### config.mk
export PLATFORM = sky130hd
export DESIGN_NAME = mux2_stream_arbiter
export DESIGN_NICKNAME = d
export VERILOG_FILES = /design/src/rtl/mux2_stream_arbiter.sv
export SDC_FILE = /design/constraint.sdc
export NUM_CORES = 1
export LEC_CHECK = 0
export ABC_AREA = 1
export BUFFER_PORTS_ARGS = -buffer_cell sky130_fd_sc_hd__buf_2
export CELL_PAD_IN_SITES_DETAIL_PLACEMENT = 0
export CELL_PAD_IN_SITES_GLOBAL_PLACEMENT = 1
export CORE_MARGIN = 10
export CORE_UTILIZATION = 39
export CTS_CLUSTER_DIAMETER = 80
export DETAILED_ROUTE_END_ITERATION = 10
export PLACE_DENSITY = 0.8
export SLEW_MARGIN = 20
export SYNTH_ARGS = -nofsm -noshare
export SYNTH_HDL_FRONTEND = slang
export SYNTH_SLANG_ARGS = --single-unit
### constraint.sdc
create_clock -name clk -period 2.98 [get_ports clk]
set_clock_uncertainty 0.15 [all_clocks]
set_input_delay 0.149 -clock clk [delete_from_list [all_inputs] [get_ports clk]]
set_output_delay 0.149 -clock clk [all_outputs]
set_load 0.01 [all_outputs]
### src/rtl/mux2_stream_arbiter.sv
// -----------------------------------------------------------------------------
// mux2_stream_arbiter
//
// Round-robin arbiter/sequencer in front of the shared 8-bit 2:1 byte mux.
// Grants one of two valid/ready sources at a time. A grant is held for a whole
// packet (until a beat with last = 1) or until MAX_BURST beats have been taken,
// whichever comes first. The chosen byte is registered into a single output
// slot tagged with its source.
//
// Ports
//   clk, areset          clock (rising edge), asynchronous active-high reset
//   a_valid/a_data/a_last/a_ready   source A stream (a_ready is an output)
//   b_valid/b_data/b_last/b_ready   source B stream (b_ready is an output)
//   sel                  registered mux select: 1 = A granted, 0 = B granted
//   out_valid/out_data/out_src      output slot (out_src: 0 = A, 1 = B)
//   out_ready            consumer accepts the slot when out_valid && out_ready
//   busy                 a grant is active or the slot is occupied
// -----------------------------------------------------------------------------
module mux2_stream_arbiter #(
   parameter int WIDTH     = 8,
   parameter int MAX_BURST = 4
) (
   input  logic             clk,
   input  logic             areset,
   input  logic             a_valid,
   input  logic [WIDTH-1:0] a_data,
   input  logic             a_last,
   output logic             a_ready,
   input  logic             b_valid,
   input  logic [WIDTH-1:0] b_data,
   input  logic             b_last,
   output logic             b_ready,
   output logic             sel,
   output logic             out_valid,
   output logic [WIDTH-1:0] out_data,
   output logic             out_src,
   input  logic             out_ready,
   output logic             busy
);

   typedef enum logic [1:0] {
      IDLE   = 2'd0,
      LOCK_A = 2'd1,
      LOCK_B = 2'd2
   } state_t;

   // Last beat index of a grant; release happens on that beat so the 8-bit
   // counter never has to represent MAX_BURST itself.
   localparam logic [7:0] BEAT_CAP = 8'(MAX_BURST - 1);

   state_t             state_q, state_d;
   logic               sel_q, sel_d;
   logic               last_grant_q, last_grant_d;   // 0 = A, 1 = B
   logic [7:0]         beat_cnt_q, beat_cnt_d;
   logic               out_valid_q, out_valid_d;
   logic [WIDTH-1:0]   out_data_q, out_data_d;
   logic               out_src_q, out_src_d;

   logic               slot_free;
   logic               xfer_a, xfer_b, xfer;
   logic               xfer_last;
   logic               xfer_src;
   logic [WIDTH-1:0]   xfer_data;
   logic               grant_release;

   // The slot can take a new beat if it is empty or is being drained this
   // cycle; readies depend only on state and out_ready, never on the valids.
   assign slot_free = !out_valid_q || out_ready;
   assign a_ready   = (state_q == LOCK_A) && slot_free;
   assign b_ready   = (state_q == LOCK_B) && slot_free;

   assign xfer_a    = a_valid && a_ready;
   assign xfer_b    = b_valid && b_ready;
   assign xfer      = xfer_a || xfer_b;
   assign xfer_src  = xfer_b;
   assign xfer_last = xfer_b ? b_last : a_last;
   assign xfer_data = xfer_b ? b_data : a_data;

   assign grant_release = xfer && (xfer_last || (beat_cnt_q == BEAT_CAP));

   // Grant FSM: next state, select, priority pointer and burst counter.
   always_comb begin
      state_d      = state_q;
      sel_d        = sel_q;
      last_grant_d = last_grant_q;
      beat_cnt_d   = beat_cnt_q;
      case (state_q)
         IDLE: begin
            // A wins when alone, or on a tie when B was granted last.
            if (a_valid && (!b_valid || last_grant_q)) begin
               state_d = LOCK_A;
               sel_d   = 1'b1;
            end else if (b_valid) begin
               state_d = LOCK_B;
               sel_d   = 1'b0;
            end
         end
         LOCK_A, LOCK_B: begin
            if (grant_release) begin
               state_d      = IDLE;
               last_grant_d = xfer_src;
               beat_cnt_d   = 8'd0;
            end else if (xfer) begin
               beat_cnt_d = beat_cnt_q + 8'd1;
            end
         end
         default: state_d = IDLE;
      endcase
   end

   // Output slot: a transfer overwrites the slot (covering a same-cycle
   // consume), otherwise a consume simply empties it. Data/src hold.
   always_comb begin
      out_valid_d = out_valid_q;
      out_data_d  = out_data_q;
      out_src_d   = out_src_q;
      if (xfer) begin
         out_valid_d = 1'b1;
         out_data_d  = xfer_data;
         out_src_d   = xfer_src;
      end else if (out_ready) begin
         out_valid_d = 1'b0;
      end
   end

   always_ff @(posedge clk or posedge areset) begin
      if (areset) begin
         state_q      <= IDLE;
         sel_q        <= 1'b0;
         last_grant_q <= 1'b1;
         beat_cnt_q   <= 8'd0;
         out_valid_q  <= 1'b0;
         out_data_q   <= '0;
         out_src_q    <= 1'b0;
      end else begin
         state_q      <= state_d;
         sel_q        <= sel_d;
         last_grant_q <= last_grant_d;
         beat_cnt_q   <= beat_cnt_d;
         out_valid_q  <= out_valid_d;
         out_data_q   <= out_data_d;
         out_src_q    <= out_src_d;
      end
   end

   assign sel       = sel_q;
   assign out_valid = out_valid_q;
   assign out_data  = out_data_q;
   assign out_src   = out_src_q;
   assign busy      = (state_q != IDLE) || out_valid_q;

endmodule
Word level (Yosys, flattened, before mapping)
Index checks and enable logic that the tools add are counted.
{"block": "op_classes", "addsub": 1, "n_mul": 0, "div": 0, "magnitude_cmp": 0, "eq_ne": 5, "shift": 0, "mux": 12, "bitwise": 0, "n_reduce_logical": 23}
{"op": "8-bit two-way mux", "count": 3}
{"op": "8-bit by 1-bit adder with 8-bit output, second input constant", "count": 1}
{"op": "8-bit by 2-bit equality test with 1-bit output, second input constant", "count": 1}
{"op": "2-bit AND reduction", "count": 4}
{"op": "2-bit nonzero test", "count": 4}
{"op": "1-bit logical AND", "count": 6}
{"op": "2-bit two-way mux", "count": 3}
{"op": "1-bit logical OR", "count": 5}
{"op": "1-bit two-way mux", "count": 5}
{"op": "2-bit one-hot mux with 2 select lines", "count": 1}
{"op": "3-bit != test, second input constant", "count": 1}
{"op": "2-bit by 1-bit equality test with 1-bit output, second input constant", "count": 1}
{"op": "2-bit equality test, second input constant", "count": 1}
{"op": "1-bit logical NOT", "count": 2}
{"op": "2-bit logical NOT", "count": 1}
{"op": "2-bit != test, second input constant", "count": 1}
{"op": "2-bit OR reduction", "count": 1}
{"block": "word_totals", "register_bits": 22, "latchBits": 0, "mem_bits_rw": 0, "mem_bits_ro": 0, "output_inout_bits": 14, "mem_count": 0}

Longest topological paths before layout
Gate-level depths: netlist (run 1).
{"block": "logic_depth", "depth_word": 9, "depth_mapped": 10, "depth_no_buf": 10}

Worst setup path before layout (run 1)
Ideal clock, no wire load.
{"block": "synth_timing", "kind": "register -> register", "from": "register state_q[0]", "to": "register state_q[0]", "setup_ns": 0.116, "t_arrival_ns": 1.231, "slack_ns": 1.482, "stages_incl_launch_ff": 11, "synth_period_minus_slack_ns": 1.498, "cell_sequence": "dfrtp_1 > inv_1 > ha_1 > nand3_4 > nand2_4 > buf_6 > nand2_1 > nand2_2 > nand2_2 > nand2_1 > nand2_1"}
{"block": "synth_between", "elab_chain_cells": 8, "elab_cells_between_ends": 16, "cone_classes": "4 x eq/ne; 2 x mux; 10 x reduce/logical"}
{"element": "from (decl)", "line_no": "51", "source": "state_t state_q, state_d;"}
{"element": "from (signal assigned)", "line_no": "136", "source": "state_q <= state_d;"}
{"element": "2-bit equality test", "line_no": "70, 87"}
{"element": "1-bit logical AND", "line_no": "70", "source": "assign b_ready = (state_q == LOCK_B) && slot_free;"}
{"element": "1-bit logical AND", "line_no": "73", "source": "assign xfer_b = b_valid && b_ready;"}
{"element": "1-bit two-way mux", "line_no": "76", "source": "assign xfer_last = xfer_b ? b_last : a_last;"}
{"element": "1-bit logical OR", "line_no": "79", "source": "assign grant_release = xfer && (xfer_last || (beat_cnt_q == BEAT_CAP));"}
{"element": "1-bit logical AND", "line_no": "79"}
{"element": "2-bit != test (no source line)"}
{"element": "2-bit AND reduction (no source line)"}
Parallel ways exist; a longest one is shown, timed or not.
A chain may end at the register's enable or synchronous reset.

Final worst setup path (run 1)
{"block": "layout_timing", "from": "register state_q[0]", "to": "register out_data_q[5] (netlist: out_data[5])"}
{"block": "layout_between", "elab_chain_cells": 4, "elab_cells_between_ends": 8, "cone_classes": "2 x eq/ne; 1 x mux; 5 x reduce/logical"}
{"element": "2-bit equality test or 2-bit by 1-bit equality test with 1-bit output (tied branches)", "line_no": "70, 69"}
{"element": "1-bit logical AND (on tied branches)", "line_no": "70, 69"}
{"element": "1-bit logical AND (on tied branches)", "line_no": "73, 72"}
{"element": "8-bit two-way mux or 1-bit logical OR (tied branches)", "line_no": "77, 74"}
{"element": "to (signal assigned)", "line_no": "141", "source": "out_data_q <= out_data_d;"}
{"element": "to (decl)", "line_no": "56", "source": "logic [WIDTH-1:0] out_data_q, out_data_d;"}
Parallel ways exist; a longest one is shown, timed or not.

==> results.yml, run 1 <==
status:
  status: "finished clean"
clocking:
  insertion_delay_ps: 320
  cts-root-buf: "clkbuf_4"
  cts_setup_buffers: 0
  cts_tree: "done"
  clock-sinks: 22
  cts.path.max_buffers: 2
  clkTransAtPathRegs_ps: 130
  ctsResizeCount: 0
  cts_buffers: 3
  htree_levels: 1
global_routing:
  grt_overflow: 0
  antenna_found_initial: 0
  grt_pass1_vias: 1210
  grt_pass1_wl_mm: 5.540
  grt.total_usage: 0.1101
  grt_max_degree: 23
synth:
  synthCells: 152
  synth.cell_area_sq_mm: 0.001240
  ys_warn_count: 0
  ys_types: 26
  avgSynthCellArea_sq_um: 8.157
  ys_ff_latch: 22
  synth_top_area_share: 0.4238
  syn-num-nets: 179
  yosysSeqAreaShare: 0.4450
  synth_top_cell_by_area: "dfrtp_1"
  synth_area_leaders: "dfrtp_1 (42%), nand2_1 (10%), o21ai_0 (8.1%)"
power_and_ir_drop:
  p_int_uw: 869.0
  clkPwrFrac: 0.158
  p_per_area_mw_per_mm2: 880.7
  p_sw_frac: 0.4097
  leakagePower_uw: 0.0008767
  worst_ir_drop_vdd_mv: 0.4128
  power_frac_comb: 0.487
  p_seq_frac: 0.355
  p_switching_uw: 603.2
layout:
  area_growth_pct: 34.81
  nets: 234
  final_common_cell: "buf_2"
  diodes: 0
  fillers: 315
  regArea_sq_um: 551.8
  drive_above_1_share: 0.3058
  fin_cells: 250
  multi_input_area_sq_um: 594.3
  final_cell_mix: "buf_2 (36), nand2_1 (34), dfrtp_1 (21)"
place:
  io_buffer_count: 36
  place_congestion: 0.7724
  dp_hpwl_mm: 2.341
  dp.cells: 230
worst_setup_path:
  cp-startpoint: "state_q[0]"
  r2r-start: "state_q[0]"
  critPathBufInv: 3
  cp-end-kind: "flip-flop"
  crit_path_start_kind: "flip-flop"
  cp_data_arrival_time_ps: 2240
  slowest_delay_ps: 560
  worstPathRequired_ps: 3050
  slowest_stage: "dlygate4sd3_1"
  path_cells: "inv_1 > ha_1 > nand3_4 > nand2_4 > inv_2 > nand2_1 > o21ai_0 > dlygate4sd3_1"
  cp_top_family: "buffers and inverters"
  worstSetupPathType: "flip-flop to flip-flop"
  crit_path_max_fanout: 13
floorplanning:
  die_w_um: 76.39
  fp.coreArea_sq_mm: 0.003053
  die_h_um: 76.39
  initial_core_util: 0.4061
  ios: 37
  rows: 20
  design.die.area_sq_mm: 0.005835
sta:
  tightest_slew_ps: 851.3
  min_period_ps: 2169
  holdWs_ps: 10.83
  finalSetupViolCount: 0
  final-max-slew-violation-count: 0
  fmax_ghz: 0.4610
  rsz0062_at_grt: "no"
  finalHoldViolations: 0
  fin_crit_sh: 0.7279
  finalSetupTns_ps: 0
  slew_headroom: 0.4318
route:
  drtAntennaViolNets: 0
  drc: 0
  num_vias: 1141
  vias_per_cell: 4.564
  drt_iter0_drc: 54
  first_pass_iters: 4
  wire_per_inst_um: 12.16
  routed_wl_mm: 3.040
job:
  cap_violations: 0
min_path:
  min_path_type: "primary input to flip-flop"
  hp-start: "a_data[1]"
## per-layer routing
metal / vias up / share of wire / track usage / wire [um]
met3: 4 / 0.063 / 0.03420 / 191
met5: - / 0 / 0 / 0
li1: 587 / - / - / -
met4: 0 / 0.0089 / 0.03160 / 27
met1: 517 / 0.46 / 0.1404 / 1388
met2: 33 / 0.47 / 0.1735 / 1432
## synth_stat cells
cell type,n
inv_1,17
nand3_4,2
ha_1,4
buf_6,1
dfrtp_1,21
inv_2,2
o21a_1,1
buf_2,1
nand2_1,34
or2_2,1
xor2_1,1
nor2_2,5
nand2_2,3
nor3_1,1
nand3_2,2
a21oi_1,3
nor3_2,1
nand3_1,5
dfstp_2,1
o21ai_1,2
inv_4,1
nor2_1,17
nand4_1,1
o21ai_0,20
o21ai_2,1
nand2_4,4
## layout make-up
cell class	count	area share
Multi-Input combinational cell	108	0.3555
Sequential cell	22	0.3301
Timing Repair Buffer	52	0.2036
Inverter	20	0.04641
Tap cell	44	0.03293
Clock inverter	1	0.01796
Clock buffer	3	0.01347
## power groups by stage
stage	Clock (uW)	Combinational (uW)	Sequential, uW
5_1_grt	251	827	542
3_5_place_dp	0	659	529
2_1_floorplan	0	436	549
3_3_place_gp	0	654	522
4_1_cts	237	726	523
6_report	233	717	523
## path summary, 6_finish.rpt
path / end / slack (ps) / cells past startpoint
max: out_data[5] / 810 / 8
min: out_data[1] / 10 / 3
max reg2reg: out_data[5] / 810 / 8
min reg2reg: last_grant_q / 340 / 2
max in group asynchronous: state_q[1] / 1780 / 3
min in group asynchronous: out_data[4] / 370 / 3
## cells by family (layout without fill, tap and decap cells)
| family | after synthesis | count (layout) | synth area share |
|---|---|---|---|
| AND/OR/NAND/NOR | 76 | 76 | 0.3179 |
| AO/OA/AOI/OAI | 27 | 27 | 0.1140 |
| flip-flops | 22 | 22 | 0.4450 |
| buffers and inverters | 22 | 76 | 0.07568 |
| adder cells (fa/ha/maj) | 4 | 4 | 0.04036 |
| XOR/XNOR | 1 | 1 | 0.007065 |
## per-stage QoR
stage	total power, uW	cell area (sq um)	utilization	worst slack [ps]
after floorplan	985.2	1240	-	1482
after global placement	1176	1459	0.4779	1242
after detailed placement	1188	1459	0.4779	1179
after CTS	1486	1672	0.5475	801.8
after global routing	1620	1672	0.5475	625.1
final	1472	1672	0.5475	810.7
## worst reg2reg max path, stage by stage, from the launching register on
cell and delay (ps):
dfrtp_1 420, inv_1 90, ha_1 240, nand3_4 190, nand2_4 190, inv_2 110
nand2_1 70, o21ai_0 70, dlygate4sd3_1 560
## state kept, by name, indices dropped and copies added, names as in the netlist
| signal | flops |
|---|---|
| out_valid | 1 |
| out_data | 8 |
| last_grant_q | 1 |
| beat_cnt_q | 8 |
| state_q | 2 |
| out_src | 1 |
| sel | 1 |
## what timing repair did
item / 4_1_cts / 5_1_grt
hold endpoints to repair: 32 / 0
hold buffers: 16 / 0
setup endpoints to repair: 0 / 0
No activity file was read; power rests on OpenSTA's default activity.
==> inputs of run 2 (changes only) <==
--- a/config.mk
+++ b/config.mk
@@ -5,15 +5,15 @@
 export SDC_FILE = /design/constraint.sdc
 export NUM_CORES = 1
 export LEC_CHECK = 0
-export ABC_AREA = 1
+export ABC_AREA = 0
 export BUFFER_PORTS_ARGS = -buffer_cell sky130_fd_sc_hd__buf_2
 export CELL_PAD_IN_SITES_DETAIL_PLACEMENT = 0
 export CELL_PAD_IN_SITES_GLOBAL_PLACEMENT = 1
 export CORE_MARGIN = 10
-export CORE_UTILIZATION = 39
+export CORE_UTILIZATION = 38
 export CTS_CLUSTER_DIAMETER = 80
 export DETAILED_ROUTE_END_ITERATION = 10
-export PLACE_DENSITY = 0.8
+export PLACE_DENSITY = 0.76
 export SLEW_MARGIN = 20
 export SYNTH_ARGS = -nofsm -noshare
 export SYNTH_HDL_FRONTEND = slang
==> constraint.sdc (replaced) <==
create_clock -name clk -period 2.2 [get_ports clk]
set_clock_uncertainty 0.15 [all_clocks]
set_input_delay 0.11 -clock clk [delete_from_list [all_inputs] [get_ports clk]]
set_output_delay 0.11 -clock clk [all_outputs]
set_load 0.01 [all_outputs]
==> run 2 against run 1 <==
Die area rose by 0.80%. Highest routed layer unchanged. Critical path type unchanged. Hold slack improved by 220 ps. Sequential power rose by 30%.
==> results.yml, run 2 <==
synth:
  synth.cell_area_sq_mm: 0.001221
  ys_types: 33
  synthCells: 123
  avgSynthCellArea_sq_um: 9.928
  ys_warn_count: 0
  yosysMostFrequentCell: "dfrtp_1"
  async_flop_share: 1.000
  syn-num-nets: 150
  synth-compound-area-share: 0.1086
  yosysSeqAreaShare: 0.4518
  synth-adder-area-share: 0.04098
  synth_common_cells: "dfrtp_1 (21), nor2_1 (15), nand2_1 (13)"
  synth_xor_area_frac: 0.03586
  synth_top_area_share: 0.4303
  synth_top_cell_by_area: "dfrtp_1"
  synth_area_leaders: "dfrtp_1 (43%), mux2i_1 (6.6%), nor2_1 (4.6%)"
  ys_ff_latch: 22
  synth_edf_count: 0
  synth_top_family_by_area: "simple AND/OR/NAND/NOR gates"
  synthMuxAreaShare: 0.07787
  synthSimpleGateAreaFrac: 0.2439
  synth_ff_type: "dfrtp_1"
status:
  status: "finished clean"
sta:
  min_period_ps: 2061
  fmax_ghz: 0.4851
  tightest_slew_ps: 844.2
  finalSetupTns_ps: 0
  fin_crit_sh: 0.9370
  rsz0062_at_grt: "no"
  slew_headroom: 0.4366
  final-max-slew-violation-count: 0
  finalHoldViolations: 0
  finalSetupViolCount: 0
global_routing:
  grt_overflow: 0
  grt.total_usage: 0.1102
  grt_pass1_vias: 1212
  antenna_found_initial: 0
  grt_max_degree: 23
  grt_pass1_wl_mm: 5.375
floorplanning:
  design.die.area_sq_mm: 0.005881
  rows: 20
  die_h_um: 76.69
  ios: 37
  die_w_um: 76.69
  initial_core_util: 0.4000
  fp.coreArea_sq_mm: 0.003053
place:
  io_buffer_count: 36
  place_area_sq_mm: 0.001489
  place_congestion: 0.7506
  dp_hpwl_mm: 2.263
clocking:
  cts_buffers: 3
  clock-sinks: 22
  cts.path.max_buffers: 2
  insertion_delay_ps: 310
  clkTransAtPathRegs_ps: 130
  htree_levels: 1
  cts_tree: "done"
  cts-root-buf: "clkbuf_4"
power_and_ir_drop:
  p_per_area_mw_per_mm2: 1031
  worst_ir_drop_vdd_mv: 0.4593
  leakagePower_uw: 0.0008189
worst_setup_path:
  worstSetupPathType: "flip-flop to flip-flop"
  path_cells: "ha_1 > or4b_4 > nor4_4 > o41a_2 > and3_1 > a211oi_2"
  worstPathRequired_ps: 2290
  crit_path_start_kind: "flip-flop"
  cp-end-kind: "flip-flop"
  slowest_stage: "o41a_2"
  crit_path_max_fanout: 5
  cp_top_family: "compound AO/OA/AOI/OAI gates"
  critPathBufInv: 0
  slowest_delay_ps: 520
  cp_data_arrival_time_ps: 2150
route:
  wire_per_inst_um: 13.27
  vias_per_cell: 4.675
  routed_wl_mm: 3.066
  drt_iter0_drc: 48
  num_vias: 1080
  drc: 0
  first_pass_iters: 4
  drtAntennaViolNets: 0
layout:
  area_growth_pct: 42.11
  fillers: 265
  drive_above_1_share: 0.3262
  diodes: 0
  final_cell_mix: "buf_2 (36), dfrtp_1 (21), dlygate4sd3_1 (20)"
  design_area_sq_mm: 0.001735
  final_common_cell: "buf_2"
  nets: 215
job:
  cap_violations: 0
min_path:
  min_path_type: "primary input to flip-flop"
-- run 2: through the flow --
| step | worst slack (ps) | std cells | util | power (uW) | hold slack, ps |
|---|---|---|---|---|---|
| after floorplan | 190.9 | 123 | - | 1238 | -51.52 |
| after global placement | 145.8 | 207 | 0.4877 | 1523 | 168.8 |
| after detailed placement | 119.2 | 207 | 0.4877 | 1544 | 180.1 |
| after CTS | 94.27 | 231 | 0.5652 | 1807 | 226.6 |
| after global routing | 21.12 | 231 | 0.5684 | 1968 | 243.4 |
| final | 138.6 | 231 | 0.5684 | 1788 | 228.3 |
-- run 2: cell type report --
cell class | instances | area, sq um | area share
multi-input combinational | 90 | 629.4 | 0.3627
inverter | 8 | 30.03 | 0.01730
sequential | 22 | 551.8 | 0.3180
tap | 44 | 55.05 | 0.03172
clock buffer | 4 | 36.28 | 0.02091
timing repair buffer | 63 | 432.9 | 0.2495
-- run 2: cell families (layout without fill, tap and decap cells) --
| kind of cell | after synthesis | count (layout) |
|---|---|---|
| XOR/XNOR | 5 | 5 |
| buffers and inverters | 11 | 75 |
| AO/OA/AOI/OAI | 21 | 21 |
| flip-flops | 22 | 22 |
| AND/OR/NAND/NOR | 51 | 51 |
| multiplexers | 9 | 9 |
| adder cells (fa/ha/maj) | 4 | 4 |
-- run 2: worst paths after layout --
| check | start | to | slack [ps] | depth (start not counted) |
|---|---|---|---|---|
| min in group asynchronous | areset | out_data[6] | 350 | 3 |
| worst min register to register | out_src | out_src | 340 | 2 |
| worst max-delay path | beat_cnt_q[0] | state_q[0] | 140 | 6 |
| worst max register to register | beat_cnt_q[0] | state_q[0] | 140 | 6 |
| max in group asynchronous | areset | beat_cnt_q[6] | 1030 | 3 |
| worst min-delay path | b_last | state_q[0] | 230 | 4 |
-- run 2: metal layers --
metal	up-vias	wire length, um	GRT usage	part of all wire
met2	34	1458	0.1821	0.48
met4	0	36	0.05019	0.012
met5	-	0	0	0
met1	495	1306	0.1168	0.43
met3	4	264	0.05128	0.086
li1	547	-	-	-
-- run 2: worst reg2reg max path: cells and delay by family (launching register included) --
family	cells	cell delay, ps
AO/OA/AOI/OAI	2	700
adder cells (fa/ha/maj)	1	230
flip-flops	1	430
AND/OR/NAND/NOR	3	470
-- run 2: timing repair --
item	in CTS	in global routing
gates resized for setup	0	2
hold endpoints to repair	32	0
hold buffers	20	0
buffers inserted	0	0
setup endpoints to repair	0	4
-- run 2: where the power goes --
part / total, uW / internal, uW / switching, uW
combinational: 877 / 408 / 469
clock: 230 / 101 / 129
sequential: 681 / 563 / 118
total: 1790 / 1070 / 716
==> inputs of run 3 (changes only) <==
--- a/config.mk
+++ b/config.mk
@@ -5,15 +5,16 @@
 export SDC_FILE = /design/constraint.sdc
 export NUM_CORES = 1
 export LEC_CHECK = 0
-export ABC_AREA = 0
+export ABC_AREA = 1
 export BUFFER_PORTS_ARGS = -buffer_cell sky130_fd_sc_hd__buf_2
 export CELL_PAD_IN_SITES_DETAIL_PLACEMENT = 0
 export CELL_PAD_IN_SITES_GLOBAL_PLACEMENT = 1
 export CORE_MARGIN = 10
-export CORE_UTILIZATION = 38
+export CORE_UTILIZATION = 36
 export CTS_CLUSTER_DIAMETER = 80
 export DETAILED_ROUTE_END_ITERATION = 10
-export PLACE_DENSITY = 0.76
+export GPL_TIMING_DRIVEN = 0
+export PLACE_DENSITY = 0.74
 export SLEW_MARGIN = 20
 export SYNTH_ARGS = -nofsm -noshare
 export SYNTH_HDL_FRONTEND = slang
==> run 3 against run 2 <==
The flow now finishes with violations (hold timing). Sequential share of layout area is the same. Design area is the same. Final cell count grew 11%. Die area grew 5.3%. Sequential cell count is the same. Core utilization shrank 4.8 points. First-iteration DRC count shrank 15%. Critical path depth grew 3. Critical endpoint is now out_data[3]. Non-clock buffer count shrank 6. Clock power grew 40%. Highest routed layer unchanged.
==> results.yml, run 3 (same netlist as run 1, synthesis figures left out) <==
status:
  status: "complete, but fails checks"
  violations: "hold timing"
clocking:
  cts_tree: "done"
  clkTransAtPathRegs_ps: 140
  cts.path.max_buffers: 2
  cts-root-buf: "clkbuf_4"
  htree_levels: 1
  cts_buffers: 3
  insertion_delay_ps: 330
  clock-sinks: 22
worst_setup_path:
  crit_path_start_kind: "flip-flop"
  cp_top_family: "buffers and inverters"
  slowest_stage: "dlygate4sd3_1"
  cp-end-kind: "flip-flop"
  worstRegToRegCells: 9
  cp_data_arrival_time_ps: 2180
  cp-startpoint: "state_q[0]"
  crit_path_max_fanout: 10
  worstPathRequired_ps: 2280
  path_cells: "inv_1 > ha_4 > nand3_4 > nand2_4 > buf_6 > inv_2 > nand2_1 > o21ai_0 > dlygate4sd3_1"
  critPathBufInv: 4
  ff2ff_setup_slack_ps: 100
  r2r-start: "state_q[0]"
  worstSetupPathType: "flip-flop to flip-flop"
  slowest_delay_ps: 560
  r2r-end: "out_data[3]"
power_and_ir_drop:
  worst_ir_drop_vdd_mv: 0.4307
  total_power_uw: 2096
  leakagePower_uw: 0.0008990
  p_per_area_mw_per_mm2: 1208
floorplanning:
  fp.coreArea_sq_mm: 0.003337
  ios: 37
  design.die.area_sq_mm: 0.006191
  die_w_um: 78.69
  initial_core_util: 0.3716
  die_h_um: 78.69
  rows: 21
global_routing:
  grt.total_usage: 0.1097
  antenna_found_initial: 0
  grt_pass1_wl_mm: 5.630
  grt_max_degree: 23
  grt_pass1_vias: 1223
  grt_overflow: 0
sta:
  fin_crit_sh: 0.9555
  rsz0062_at_grt: "no"
  finalSetupViolCount: 0
  tightest_slew_ps: 829.0
  finalHoldViolations: 1
  holdWs_ps: -7.587
  min_period_ps: 2102
  fmax_ghz: 0.4757
  finalSetupTns_ps: 0
  slew_headroom: 0.4467
  final-max-slew-violation-count: 0
job:
  cap_violations: 0
layout:
  fillers: 366
  diodes: 0
  nets: 239
  final_common_cell: "buf_2"
  drive_above_1_share: 0.3223
  area_growth_pct: 39.96
  final_cell_mix: "buf_2 (37), nand2_1 (34), dfrtp_1 (21)"
min_path:
  min_path_type: "primary input to flip-flop"
  hp-start: "a_data[7]"
  min_path_cells: 3
  hold-path-endpoint: "out_data[7]"
route:
  first_pass_iters: 4
  drt_iter0_drc: 41
  wire_per_inst_um: 12.74
  num_vias: 1170
  drc: 0
  routed_wl_mm: 3.275
  drtAntennaViolNets: 0
  vias_per_cell: 4.553
place:
  io_buffer_count: 36
  place_congestion: 0.7520
  dp_hpwl_mm: 2.435
-- run 3: worst max path at each step --
stage | end | slack, ps | depth (start not counted)
CTS | out_data[1] | 50 | 9
finish | out_data[3] | 100 | 9
floorplan | state_q[0] | 700 | 10
global route | out_data[3] | 0.8 | 9
global placement | state_q[0] | 580 | 9
detailed placement | state_q[1] | 530 | 10
-- run 3: layout make-up --
type / instances / area (sq um) / area share
plain buffers: 2 / 16.27 / 0.009373
clock buffers: 3 / 22.52 / 0.01298
clock inverters: 1 / 30.03 / 0.01730
inverters: 20 / 77.57 / 0.04470
multi-input cells: 108 / 609.3 / 0.3511
flip-flops and latches: 22 / 551.8 / 0.3180
well taps: 46 / 57.56 / 0.03317
repair buffers: 55 / 370.4 / 0.2134
-- run 3: routing by layer --
| layer | vias to the layer above | global-route usage | wire length, um |
|---|---|---|---|
| li1 | 601 | - | - |
| met1 | 541 | 0.1192 | 1330 |
| met2 | 24 | 0.1974 | 1667 |
| met3 | 4 | 0.03645 | 237 |
| met4 | 0 | 0.03226 | 39 |
| met5 | - | 0 | 0 |
-- run 3: worst reg2reg max path, delay by kind of cell, from the launching register on --
family | cells | cell delay, ps
and+or+nand+nor | 3 | 270
adders and majority gates | 1 | 180
buffers and inverters | 4 | 920
DFF | 1 | 420
AOI/OAI and AO/OA | 1 | 70
-- run 3: stage by stage --
step                area (sq um)    util  std cells  hold WS (ps)  setup WS (ps)
detailed placement          1478  0.4428        234         178.1          534.7
finish                      1735  0.5201        257        -7.587          97.84
floorplan                   1240       -        152        -51.52          702.0
global route                1735  0.5201        257         1.893         0.8233
global placement            1478  0.4428        234         176.3          576.6
CTS                         1720  0.5156        257         8.815          48.69
-- run 3: power breakdown --
part	total, uW	switching, uW	internal, uW
clock network	321	137	184
logic	1070	587	478
registers	709	121	588
-- run 3: repair_timing --
action,CTS,global route
buffers inserted,0,0
hold buffers,19,0
hold endpoints to repair,33,0
resized for setup,0,4
setup endpoints to repair,0,7
